$ cat src/rtl/pipe_ctrl_pkg.sv
// Shared types and constants for the pipeline hazard controller.
// Contents: controller state enum, destination-tracking slot struct,
// ID/EXE NOP encoding.
package pipe_ctrl_pkg;

    // Slot address storage width; register addresses up to this width are
    // zero-extended into a slot.
    localparam int unsigned SLOT_ADDR_W = 8;

    typedef enum logic [0:0] {
        ST_DRAIN = 1'b0,
        ST_RUN   = 1'b1
    } state_e;

    // One in-flight destination: valid flag plus register address.
    typedef struct packed {
        logic                   v;
        logic [SLOT_ADDR_W-1:0] addr;
    } slot_t;

    // Bubble encoding loaded into ID/EXE.
    localparam logic [2:0] NOP_ALUOP = 3'b000;
    localparam logic       NOP_WEN   = 1'b0;

endpackage

$ cat src/rtl/pipeline_hazard_ctrl_if.sv
// ID-stage / controller interface.
// master: datapath side (drives ID decode fields and flush, receives controls)
// slave:  hazard controller (receives ID decode fields, drives controls)
interface pipeline_hazard_ctrl_if #(
    parameter int unsigned ADDR_W = 5,
    parameter int unsigned CNT_W  = 16
);
    logic              id_valid;
    logic [ADDR_W-1:0] id_raddr1;
    logic [ADDR_W-1:0] id_raddr2;
    logic              id_use1;
    logic              id_use2;
    logic              id_wen;
    logic [ADDR_W-1:0] id_waddr;
    logic              flush;
    logic              pc_hold;
    logic              ifid_hold;
    logic              idex_bubble;
    logic              hazard;
    logic              busy_flush;
    logic [CNT_W-1:0]  stall_count;

    modport master (
        output id_valid, id_raddr1, id_raddr2, id_use1, id_use2,
               id_wen, id_waddr, flush,
        input  pc_hold, ifid_hold, idex_bubble, hazard, busy_flush,
               stall_count
    );

    modport slave (
        input  id_valid, id_raddr1, id_raddr2, id_use1, id_use2,
               id_wen, id_waddr, flush,
        output pc_hold, ifid_hold, idex_bubble, hazard, busy_flush,
               stall_count
    );
endinterface

$ cat src/rtl/pipeline_hazard_ctrl_slot_pipe.sv
// hazard_slot_pipe: 3-deep shift register of destination slots (EXE -> MEM -> WB).
// Ports: clk; clear (synchronous, empties every slot); exe_in (slot entering EXE);
//        exe/mem/wb (registered slot contents per stage).
module hazard_slot_pipe
    import pipe_ctrl_pkg::*;
(
    input  logic  clk,
    input  logic  clear,
    input  slot_t exe_in,
    output slot_t exe,
    output slot_t mem,
    output slot_t wb
);

    // Shift one stage per cycle; clear drops everything in flight.
    always_ff @(posedge clk) begin
        if (clear) begin
            exe <= '0;
            mem <= '0;
            wb  <= '0;
        end else begin
            exe <= exe_in;
            mem <= exe;
            wb  <= mem;
        end
    end

endmodule

$ cat src/rtl/pipeline_hazard_ctrl.sv
// pipeline_hazard_ctrl: RAW interlock and post-reset drain sequencer for a
// 5-stage pipeline without forwarding.
// Ports: clk; rst (synchronous, active-high);
//        bus (slave): ID decode fields + flush in; pc_hold, ifid_hold,
//        idex_bubble, hazard, busy_flush, stall_count out.
// hazard and the hold/bubble controls are combinational from registered
// state plus the current ID fields, so a stall takes effect in the same cycle.
module pipeline_hazard_ctrl
    import pipe_ctrl_pkg::*;
#(
    parameter int unsigned ADDR_W       = 5,
    parameter bit          WB_BYPASS    = 1'b0,
    parameter bit          ZERO_REG     = 1'b1,
    parameter int unsigned FLUSH_CYCLES = 4,
    parameter int unsigned CNT_W        = 16
) (
    input  logic                  clk,
    input  logic                  rst,
    pipeline_hazard_ctrl_if.slave bus
);

    localparam int unsigned DRAIN_W = (FLUSH_CYCLES > 1) ? $clog2(FLUSH_CYCLES) : 1;
    localparam logic [DRAIN_W-1:0] DRAIN_LOAD = DRAIN_W'(FLUSH_CYCLES - 1);

    localparam logic [0:0] S_DRAIN = ST_DRAIN;
    localparam logic [0:0] S_RUN   = ST_RUN;

    logic [0:0]         state;
    logic [0:0]         state_nxt;
    logic [DRAIN_W-1:0] drain_cnt;
    logic [DRAIN_W-1:0] drain_nxt;
    logic [CNT_W-1:0]   stall_cnt;
    logic [CNT_W-1:0]   stall_nxt;

    logic [ADDR_W-1:0] raddr1;
    logic [ADDR_W-1:0] raddr2;
    logic [ADDR_W-1:0] waddr;

    slot_t slot_in;
    slot_t slot_exe;
    slot_t slot_mem;
    slot_t slot_wb;

    logic match1;
    logic match2;
    logic hazard_c;
    logic pc_hold_c;
    logic ifid_hold_c;
    logic idex_bubble_c;
    logic busy_flush_c;

    assign raddr1 = bus.id_raddr1;
    assign raddr2 = bus.id_raddr2;
    assign waddr  = bus.id_waddr;

    // True when any in-flight slot will still write the given source register.
    function automatic logic src_pending(input logic use_s,
                                         input logic [ADDR_W-1:0] raddr,
                                         input slot_t exe_s,
                                         input slot_t mem_s,
                                         input slot_t wb_s);
        logic [SLOT_ADDR_W-1:0] a;
        logic                   hit;
        a   = SLOT_ADDR_W'(raddr);
        hit = (exe_s.v && exe_s.addr == a) ||
              (mem_s.v && mem_s.addr == a) ||
              (wb_s.v  && wb_s.addr  == a && !WB_BYPASS);
        return use_s && (!ZERO_REG || raddr != '0) && hit;
    endfunction

    assign match1   = src_pending(bus.id_use1, raddr1, slot_exe, slot_mem, slot_wb);
    assign match2   = src_pending(bus.id_use2, raddr2, slot_exe, slot_mem, slot_wb);
    assign hazard_c = (state == S_RUN) && bus.id_valid && !bus.flush && (match1 || match2);

    // A stalled, flushed or drain-time instruction never reaches EXE as a writer.
    always_comb begin
        slot_in      = '0;
        slot_in.v    = bus.id_valid && bus.id_wen && !bus.flush && !hazard_c &&
                       (state == S_RUN);
        slot_in.addr = SLOT_ADDR_W'(waddr);
    end

    hazard_slot_pipe u_slots (
        .clk    (clk),
        .clear  (rst),
        .exe_in (slot_in),
        .exe    (slot_exe),
        .mem    (slot_mem),
        .wb     (slot_wb)
    );

    // State, drain counter and stall counter registers.
    always_ff @(posedge clk) begin
        if (rst) begin
            state     <= S_DRAIN;
            drain_cnt <= DRAIN_LOAD;
            stall_cnt <= '0;
        end else begin
            state     <= state_nxt;
            drain_cnt <= drain_nxt;
            stall_cnt <= stall_nxt;
        end
    end

    // Next state and pipeline control outputs.
    always_comb begin
        state_nxt     = state;
        drain_nxt     = drain_cnt;
        pc_hold_c     = 1'b0;
        ifid_hold_c   = 1'b0;
        idex_bubble_c = 1'b0;
        busy_flush_c  = 1'b0;

        case (state)
            S_DRAIN: begin
                pc_hold_c     = 1'b1;
                idex_bubble_c = 1'b1;
                busy_flush_c  = 1'b1;
                if (drain_cnt == '0) begin
                    state_nxt = S_RUN;
                end else begin
                    drain_nxt = drain_cnt - DRAIN_W'(1);
                end
            end
            S_RUN: begin
                if (hazard_c) begin
                    pc_hold_c     = 1'b1;
                    ifid_hold_c   = 1'b1;
                    idex_bubble_c = 1'b1;
                end
            end
            default: begin
                state_nxt = S_DRAIN;
                drain_nxt = DRAIN_LOAD;
            end
        endcase

        // A redirect lets fetch proceed and kills the ID instruction.
        if (bus.flush) begin
            pc_hold_c     = 1'b0;
            ifid_hold_c   = 1'b0;
            idex_bubble_c = 1'b1;
        end
    end

    // Saturating stall-cycle counter.
    always_comb begin
        stall_nxt = stall_cnt;
        if (hazard_c && stall_cnt != '1) begin
            stall_nxt = stall_cnt + CNT_W'(1);
        end
    end

    assign bus.pc_hold     = pc_hold_c;
    assign bus.ifid_hold   = ifid_hold_c;
    assign bus.idex_bubble = idex_bubble_c;
    assign bus.hazard      = hazard_c;
    assign bus.busy_flush  = busy_flush_c;
    assign bus.stall_count = stall_cnt;

endmodule
$ cat src/flat_wrapper.sv
// flat-port wrapper written by rule: the top's interface ports become plain ports
module pipeline_hazard_ctrl_flat import pipe_ctrl_pkg::*;
#(
    parameter int unsigned ADDR_W       = 5,
    parameter bit          WB_BYPASS    = 1'b0,
    parameter bit          ZERO_REG     = 1'b1,
    parameter int unsigned FLUSH_CYCLES = 4,
    parameter int unsigned CNT_W        = 16
)
  (clk, rst, bus_id_valid, bus_id_raddr1, bus_id_raddr2, bus_id_use1, bus_id_use2, bus_id_wen, bus_id_waddr, bus_flush, bus_pc_hold, bus_ifid_hold, bus_idex_bubble, bus_hazard, bus_busy_flush, bus_stall_count);
  pipeline_hazard_ctrl_if #(.ADDR_W(ADDR_W), .CNT_W(CNT_W)) bus_i ();
  input  logic clk;
  input  logic rst;
  input wire logic [$bits(bus_i.id_valid)-1:0] bus_id_valid;
  input wire logic [$bits(bus_i.id_raddr1)-1:0] bus_id_raddr1;
  input wire logic [$bits(bus_i.id_raddr2)-1:0] bus_id_raddr2;
  input wire logic [$bits(bus_i.id_use1)-1:0] bus_id_use1;
  input wire logic [$bits(bus_i.id_use2)-1:0] bus_id_use2;
  input wire logic [$bits(bus_i.id_wen)-1:0] bus_id_wen;
  input wire logic [$bits(bus_i.id_waddr)-1:0] bus_id_waddr;
  input wire logic [$bits(bus_i.flush)-1:0] bus_flush;
  output wire logic [$bits(bus_i.pc_hold)-1:0] bus_pc_hold;
  output wire logic [$bits(bus_i.ifid_hold)-1:0] bus_ifid_hold;
  output wire logic [$bits(bus_i.idex_bubble)-1:0] bus_idex_bubble;
  output wire logic [$bits(bus_i.hazard)-1:0] bus_hazard;
  output wire logic [$bits(bus_i.busy_flush)-1:0] bus_busy_flush;
  output wire logic [$bits(bus_i.stall_count)-1:0] bus_stall_count;
  assign bus_i.id_valid = bus_id_valid;
  assign bus_i.id_raddr1 = bus_id_raddr1;
  assign bus_i.id_raddr2 = bus_id_raddr2;
  assign bus_i.id_use1 = bus_id_use1;
  assign bus_i.id_use2 = bus_id_use2;
  assign bus_i.id_wen = bus_id_wen;
  assign bus_i.id_waddr = bus_id_waddr;
  assign bus_i.flush = bus_flush;
  assign bus_pc_hold = bus_i.pc_hold;
  assign bus_ifid_hold = bus_i.ifid_hold;
  assign bus_idex_bubble = bus_i.idex_bubble;
  assign bus_hazard = bus_i.hazard;
  assign bus_busy_flush = bus_i.busy_flush;
  assign bus_stall_count = bus_i.stall_count;
  pipeline_hazard_ctrl #(.ADDR_W(ADDR_W), .WB_BYPASS(WB_BYPASS), .ZERO_REG(ZERO_REG), .FLUSH_CYCLES(FLUSH_CYCLES), .CNT_W(CNT_W)) u_core (.clk(clk), .rst(rst), .bus(bus_i));
endmodule
$ cat config.mk
export PLATFORM = sky130hd
export DESIGN_NAME = pipeline_hazard_ctrl_flat
export DESIGN_NICKNAME = d
export VERILOG_FILES = /design/src/rtl/pipe_ctrl_pkg.sv /design/src/rtl/pipeline_hazard_ctrl_if.sv /design/src/rtl/pipeline_hazard_ctrl_slot_pipe.sv /design/src/rtl/pipeline_hazard_ctrl.sv /design/src/flat_wrapper.sv
export SDC_FILE = /design/constraint.sdc
export NUM_CORES = 1
export LEC_CHECK = 0
export ABC_AREA = 0
export CORE_AREA = 3 3 71 73
export DETAILED_ROUTE_END_ITERATION = 8
export DIE_AREA = 0 0 74 76
export GPL_ROUTABILITY_DRIVEN = 0
export PLACE_DENSITY = 0.79
export SYNTH_ARGS = -nofsm -noshare
export SYNTH_HDL_FRONTEND = slang
export SYNTH_HIERARCHICAL = 1
export SYNTH_SLANG_ARGS = --single-unit
export TNS_END_PERCENT = 5
$ cat constraint.sdc
create_clock -name clk -period 3 [get_ports clk]
set_clock_uncertainty 0.2 [all_clocks]
set_input_delay 0.45 -clock clk [delete_from_list [all_inputs] [get_ports clk]]
set_output_delay 0.45 -clock clk [all_outputs]
set_load 0.01 [all_outputs]
==> results.json, run 1 <==
{
  "overflow": 0,
  "synth_area_per_cell_um2": 9.678,
  "post_drt_wl_per_cell_um": 14.87,
  "async_reset_ff_frac": 0,
  "grt_pass1_wl_um": 8763,
  "grt_use_total": 0.1979,
  "netlist_top_cells_area": "dfxtp_1, nor2b_1, xnor2_1, mux2_2, xor2_1",
  "nNetsFinal": 340,
  "final.period_utilization": 0.9874,
  "io_pins": 43,
  "grt_use_met2": 0.3147,
  "vias_per_cell": 5.398,
  "outcome": "finished, final reports clean",
  "die_w_um": 74,
  "drtPass1Iterations": 4,
  "gr-max-usage-layer": "met2",
  "syn2layout_area_growth_pct": 32.40,
  "tightest_slew_ps": 801.9,
  "cts_sinks": 46,
  "power_density_mw_per_mm2": 391.3,
  "min_path_type": "reg2reg",
  "ys.flop_type": "dfxtp_1",
  "diodes": 0,
  "peakVddDrop_mv": 0.2769,
  "synth_area_mm2": 0.002371,
  "first_global_vias": 1876,
  "slew-limit-headroom": 0.4654,
  "crit_required_ps": 2350,
  "finalHoldViolations": 0,
  "grt_use_met1": 0.2660,
  "synth-edff-count": 0,
  "grt_use_met3": 0.04090,
  "cp-end-kind": "primary output",
  "maxCapViolCount": 0,
  "syn_inst": 245,
  "finalSetupViolCount": 0,
  "fillers": 327,
  "num_vias": 1992,
  "clockBufferDepth": 2,
  "dp_hpwl_um": 3957,
  "synth.most_common_cell": "dfxtp_1",
  "yosys.area.top_type_share": 0.3884,
  "initial_core_util": 0.5371,
  "antenna_found_initial": 0,
  "clock_latency_ps": 300,
  "finalMaxSlewViolations": 0,
  "grt_max_degree": 50,
  "drive_above_1_share": 0.2366,
  "cts_tree": "built",
  "cts-root-buf": "clkbuf_8",
  "postPlaceCellArea_mm2": 0.002960,
  "cts_max_level": 2,
  "cp.arrival_ps": 2310,
  "coreArea_mm2": 0.004414,
  "ys_seq_area_frac": 0.3884,
  "clock.fmax_ghz": 0.3376,
  "critPathKind": "in2out",
  "yosys.area.top_type": "dfxtp_1",
  "design.die.area_mm2": 0.005624,
  "path_clk_slew_ps": 90,
  "leakagePower_nw": 1.240,
  "final_area_mm2": 0.003139,
  "ys_types": 42,
  "synth_seq_cells": 46,
  "rsz0062_at_grt": "no",
  "synthTopCellsByCount": "dfxtp_1, nor2b_1, xnor2_1",
  "dr.first_iter.drc_count": 235,
  "drc": 0,
  "holdBufCountCts": 0,
  "start_kind": "input port",
  "numPortBuffers": 42,
  "rows": 24,
  "tns_ps": 0,
  "dieHeight_um": 76,
  "crit_fanout": 4,
  "period_needed_ps": 2962,
  "drtAntennaViolNets": 0,
  "drt_wl_total_um": 5487,
  "synth_warnings": 6,
  "cts_made_buffers": 5
}
==> path summary, 6_finish.rpt <==
kind	startpoint	end	slack (ps)	depth (start not counted)
max reg2reg	u_core/u_slots/mem[5]	u_core/bus.stall_count[6]	220	8
min	u_core/u_slots/mem[8]	u_core/u_slots/wb[8]	270	1
min reg2reg	u_core/u_slots/mem[8]	u_core/u_slots/wb[8]	270	1
max	bus_id_raddr1[0]	bus_idex_bubble	40	8
==> placed cells by master (no fill, tap or decap), drive strengths merged, types with 5 or more instances in the layout <==
cell / synthesis / routed
a211oi: 7 / 7
a21oi: 12 / 12
and2b: 7 / 7
buf: 4 / 30
clkbuf: 3 / 5
clkdlybuf4s50: 0 / 27
dfxtp: 46 / 46
dlygate4sd2: 0 / 8
inv: 8 / 9
mux2: 13 / 13
nand2: 12 / 12
nand3: 11 / 11
nor2: 17 / 17
nor2b: 32 / 32
xnor2: 21 / 21
xor2: 10 / 10
==> stage by stage <==
| step | util | power, mW | setup slack [ps] | std cells | hold WS (ps) |
|---|---|---|---|---|---|
| 6_report | 0.7112 | 1.229 | 37.84 | 369 | 269.6 |
| 5_1_grt | 0.7112 | 1.287 | 3.447 | 369 | 294.7 |
| 4_1_cts | 0.7001 | 1.239 | -18.37 | 367 | 282.6 |
| 3_5_place_dp | 0.6706 | 0.8520 | -501.8 | 355 | 260.9 |
| 3_3_place_gp | 0.6706 | 0.8446 | -429.7 | 355 | 255.6 |
| 2_1_floorplan | - | 0.7727 | 349.3 | 247 | 242.4 |
==> critical path: stages <==
cell,delay (ps)
dlygate4sd2_1,290
or4_4,550
o21ai_2,150
buf_4,140
a21o_4,90
a21oi_2,60
or3_1,290
dlygate4sd2_1,290
==> logic make-up (layout without fill, tap and decap cells) <==
family / Yosys count / after routing / synth area share
compound gates: 37 / 37 / 0.1330
xor+xnor: 31 / 31 / 0.1145
fa+ha+maj: 2 / 2 / 0.01055
buf+inv: 15 / 85 / 0.03641
flops: 46 / 46 / 0.3884
mux: 13 / 13 / 0.06491
other cells: 1 / 3 / 0.001582
simple gates: 100 / 100 / 0.2507
==> registers in the layout, indices dropped and copies added, names as in the netlist <==
| signal | count |
|---|---|
| u_core/drain_cnt | 2 |
| u_core/u_slots/exe | 9 |
| u_core/u_slots/mem | 9 |
| u_core/u_slots/wb | 9 |
| u_core/bus.stall_count | 16 |
| u_core/state | 1 |
==> metal layers <==
layer / up-vias / routed length, um
li1: 982 / -
met1: 945 / 2435
met2: 56 / 2702
met3: 9 / 265
met4: 0 / 83
met5: - / 0
==> where the power goes <==
part / total (mW) / leakage (nW) / internal, mW / switching [mW]
Sequential: 0.662 / 0.375 / 0.639 / 0.0238
Combinational: 0.176 / 0.820 / 0.0928 / 0.0832
Clock: 0.390 / 0.0447 / 0.168 / 0.222
==> cell type report <==
class	count	area, um^2	share of cell area
Multi-Input combinational cell	186	1418	0.4516
Sequential cell	46	920.9	0.2933
Timing Repair Buffer	69	611.8	0.1949
Clock buffer	5	68.82	0.02192
Tap cell	52	65.06	0.02073
Inverter	8	30.03	0.009566
Clock inverter	3	25.02	0.007971
==> what timing repair did <==
action | in CTS | in global routing
resized for setup | 25 | 7
pin swaps | 7 | 3
gates cloned | 0 | 0
buffers inserted | 4 | 2
setup endpoints to repair | 4 | 10
Power figures use the tool's default switching activity.
==> run 2, diff against run 1 <==
--- a/config.mk
+++ b/config.mk
@@ -11,6 +11,7 @@
 export DIE_AREA = 0 0 74 76
 export GPL_ROUTABILITY_DRIVEN = 0
 export PLACE_DENSITY = 0.79
+export SKIP_CTS_REPAIR_TIMING = 1
 export SYNTH_ARGS = -nofsm -noshare
 export SYNTH_HDL_FRONTEND = slang
 export SYNTH_HIERARCHICAL = 1
==> run 2 against run 1 <==
Wire length decreased by 2.8%. Worst hold slack got worse by 1.6 ps. Global-route usage decreased by 0.59 points. Final area decreased by 0.48%. Critical path type unchanged. Clock power about the same. Non-clock buffer count decreased by 4. Critical endpoint is now bus_ifid_hold. Clock-buffer cell count unchanged. Utilization decreased by 0.34 points.
==> results.json, run 2 (synthesis gave the netlist of run 1 again) <==
{
  "finalHoldViolations": 0,
  "fin_hold_ws_ps": 268.0,
  "cts_made_buffers": 5,
  "setup_ws_ps": 45.32,
  "dieHeight_um": 76,
  "start_kind": "input port",
  "grt_use_total": 0.1921,
  "tns_ps": 0,
  "min_path_type": "reg2reg",
  "finalSetupViolCount": 0,
  "io_pins": 43,
  "dr.first_iter.drc_count": 167,
  "rows": 24,
  "num_vias": 1970,
  "nNetsFinal": 336,
  "post_drt_wl_per_cell_um": 14.61,
  "regArea_um2": 920.9,
  "power_density_mw_per_mm2": 394.0,
  "outcome": "finished, final reports clean",
  "dp_hpwl_um": 3957,
  "p_int_uw": 903.9,
  "largest_reg_flops": 16,
  "combPwrFrac": 0.146,
  "clockBufferDepth": 2,
  "layout_common_cells": "dfxtp_1, clkdlybuf4s50_1, nor2b_1",
  "overflow": 0,
  "period_needed_ps": 2955,
  "fin_cells": 365,
  "final_common_cell": "dfxtp_1",
  "dp_cells": 355,
  "cp-end-kind": "primary output",
  "maxCapViolCount": 0,
  "drtAntennaViolNets": 0,
  "initial_core_util": 0.5371,
  "crit_fanout": 7,
  "postPlaceCellArea_mm2": 0.002960,
  "grt_pass1_wl_um": 8521,
  "crit_slowest_cell": "clkdlybuf4s50_1",
  "slew-limit-headroom": 0.4708,
  "die_w_um": 74,
  "drive_above_1_share": 0.2204,
  "cts_max_level": 2,
  "crit_chain": "clkdlybuf4s50_1 > xnor2_1 > nand4_1 > o32a_1 > a21o_4 > buf_4 > a21oi_1 > dlymetal6s2s_1",
  "first_global_vias": 1849,
  "post-route-util": 0.7078,
  "clock_latency_ps": 300,
  "critPathKind": "in2out",
  "vias_per_cell": 5.397,
  "drc": 0,
  "drtPass1Iterations": 4,
  "peakVddDrop_mv": 0.2774,
  "pwr-share-seq": 0.537,
  "cts-root-buf": "clkbuf_8",
  "power_switching_share": 0.2657,
  "tightest_slew_ps": 793.8,
  "slowest_delay_ps": 520,
  "cp.arrival_ps": 2300,
  "design.die.area_mm2": 0.005624,
  "multi_input_area_mm2": 0.001404,
  "p_clk_frac": 0.317,
  "crit_required_ps": 2350,
  "cts_sinks": 46,
  "rsz0062_at_grt": "yes",
  "finalMaxSlewViolations": 0,
  "leakagePower_nw": 1.266,
  "diodes": 0,
  "final.period_utilization": 0.9849,
  "clock.fmax_ghz": 0.3384,
  "final_area_mm2": 0.003124,
  "syn2layout_area_growth_pct": 31.77,
  "coreArea_mm2": 0.004414,
  "fillers": 334,
  "power.switching_uw": 327.2,
  "power_mw": 1.231,
  "place_ws_ps": -501.8,
  "grt_max_degree": 50,
  "drt_wl_total_um": 5333,
  "cts_tree": "built",
  "numPortBuffers": 42,
  "path_clk_slew_ps": 90,
  "antenna_found_initial": 0
}
[run 2: worst paths after layout]
kind / start / cells past startpoint / slack [ps] / end
worst min-delay path: u_core/u_slots/mem[8] / 1 / 270 / u_core/u_slots/wb[8]
worst min register to register: u_core/u_slots/mem[8] / 1 / 270 / u_core/u_slots/wb[8]
worst max register to register: u_core/u_slots/mem[5] / 8 / 210 / u_core/bus.stall_count[6]
worst max-delay path: bus_id_raddr1[4] / 8 / 50 / bus_ifid_hold
[run 2: power groups by stage]
stage	clock (mW)	sequential, mW	combinational, mW
detailed placement	0	0.675	0.177
global route	0.423	0.665	0.201
floorplan	0	0.669	0.104
finish	0.391	0.661	0.179
CTS	0.403	0.661	0.178
global placement	0	0.673	0.171
[run 2: area by class of cell]
type	instances	share of cell area
clock buffer	5	0.02203
clock inverter	3	0.008010
inverter	8	0.009612
multi-input combinational	186	0.4493
sequential	46	0.2948
tap	52	0.02082
timing repair buffer	65	0.1954
[run 2: critical path: cells and delay by family]
kind / cells / cell delay (ps)
AO/OA/AOI/OAI: 3 / 750
XOR/XNOR: 1 / 130
buffers and inverters: 3 / 880
AND/OR/NAND/NOR: 1 / 100
[run 2: per-layer routing]
layer  vias up  part of all wire  GRT usage
li1        976                 -          -
met1       947              0.45     0.2561
met2        39              0.49     0.3067
met3         8             0.040    0.04090
met4         0             0.016    0.05797
met5         -                 0          0
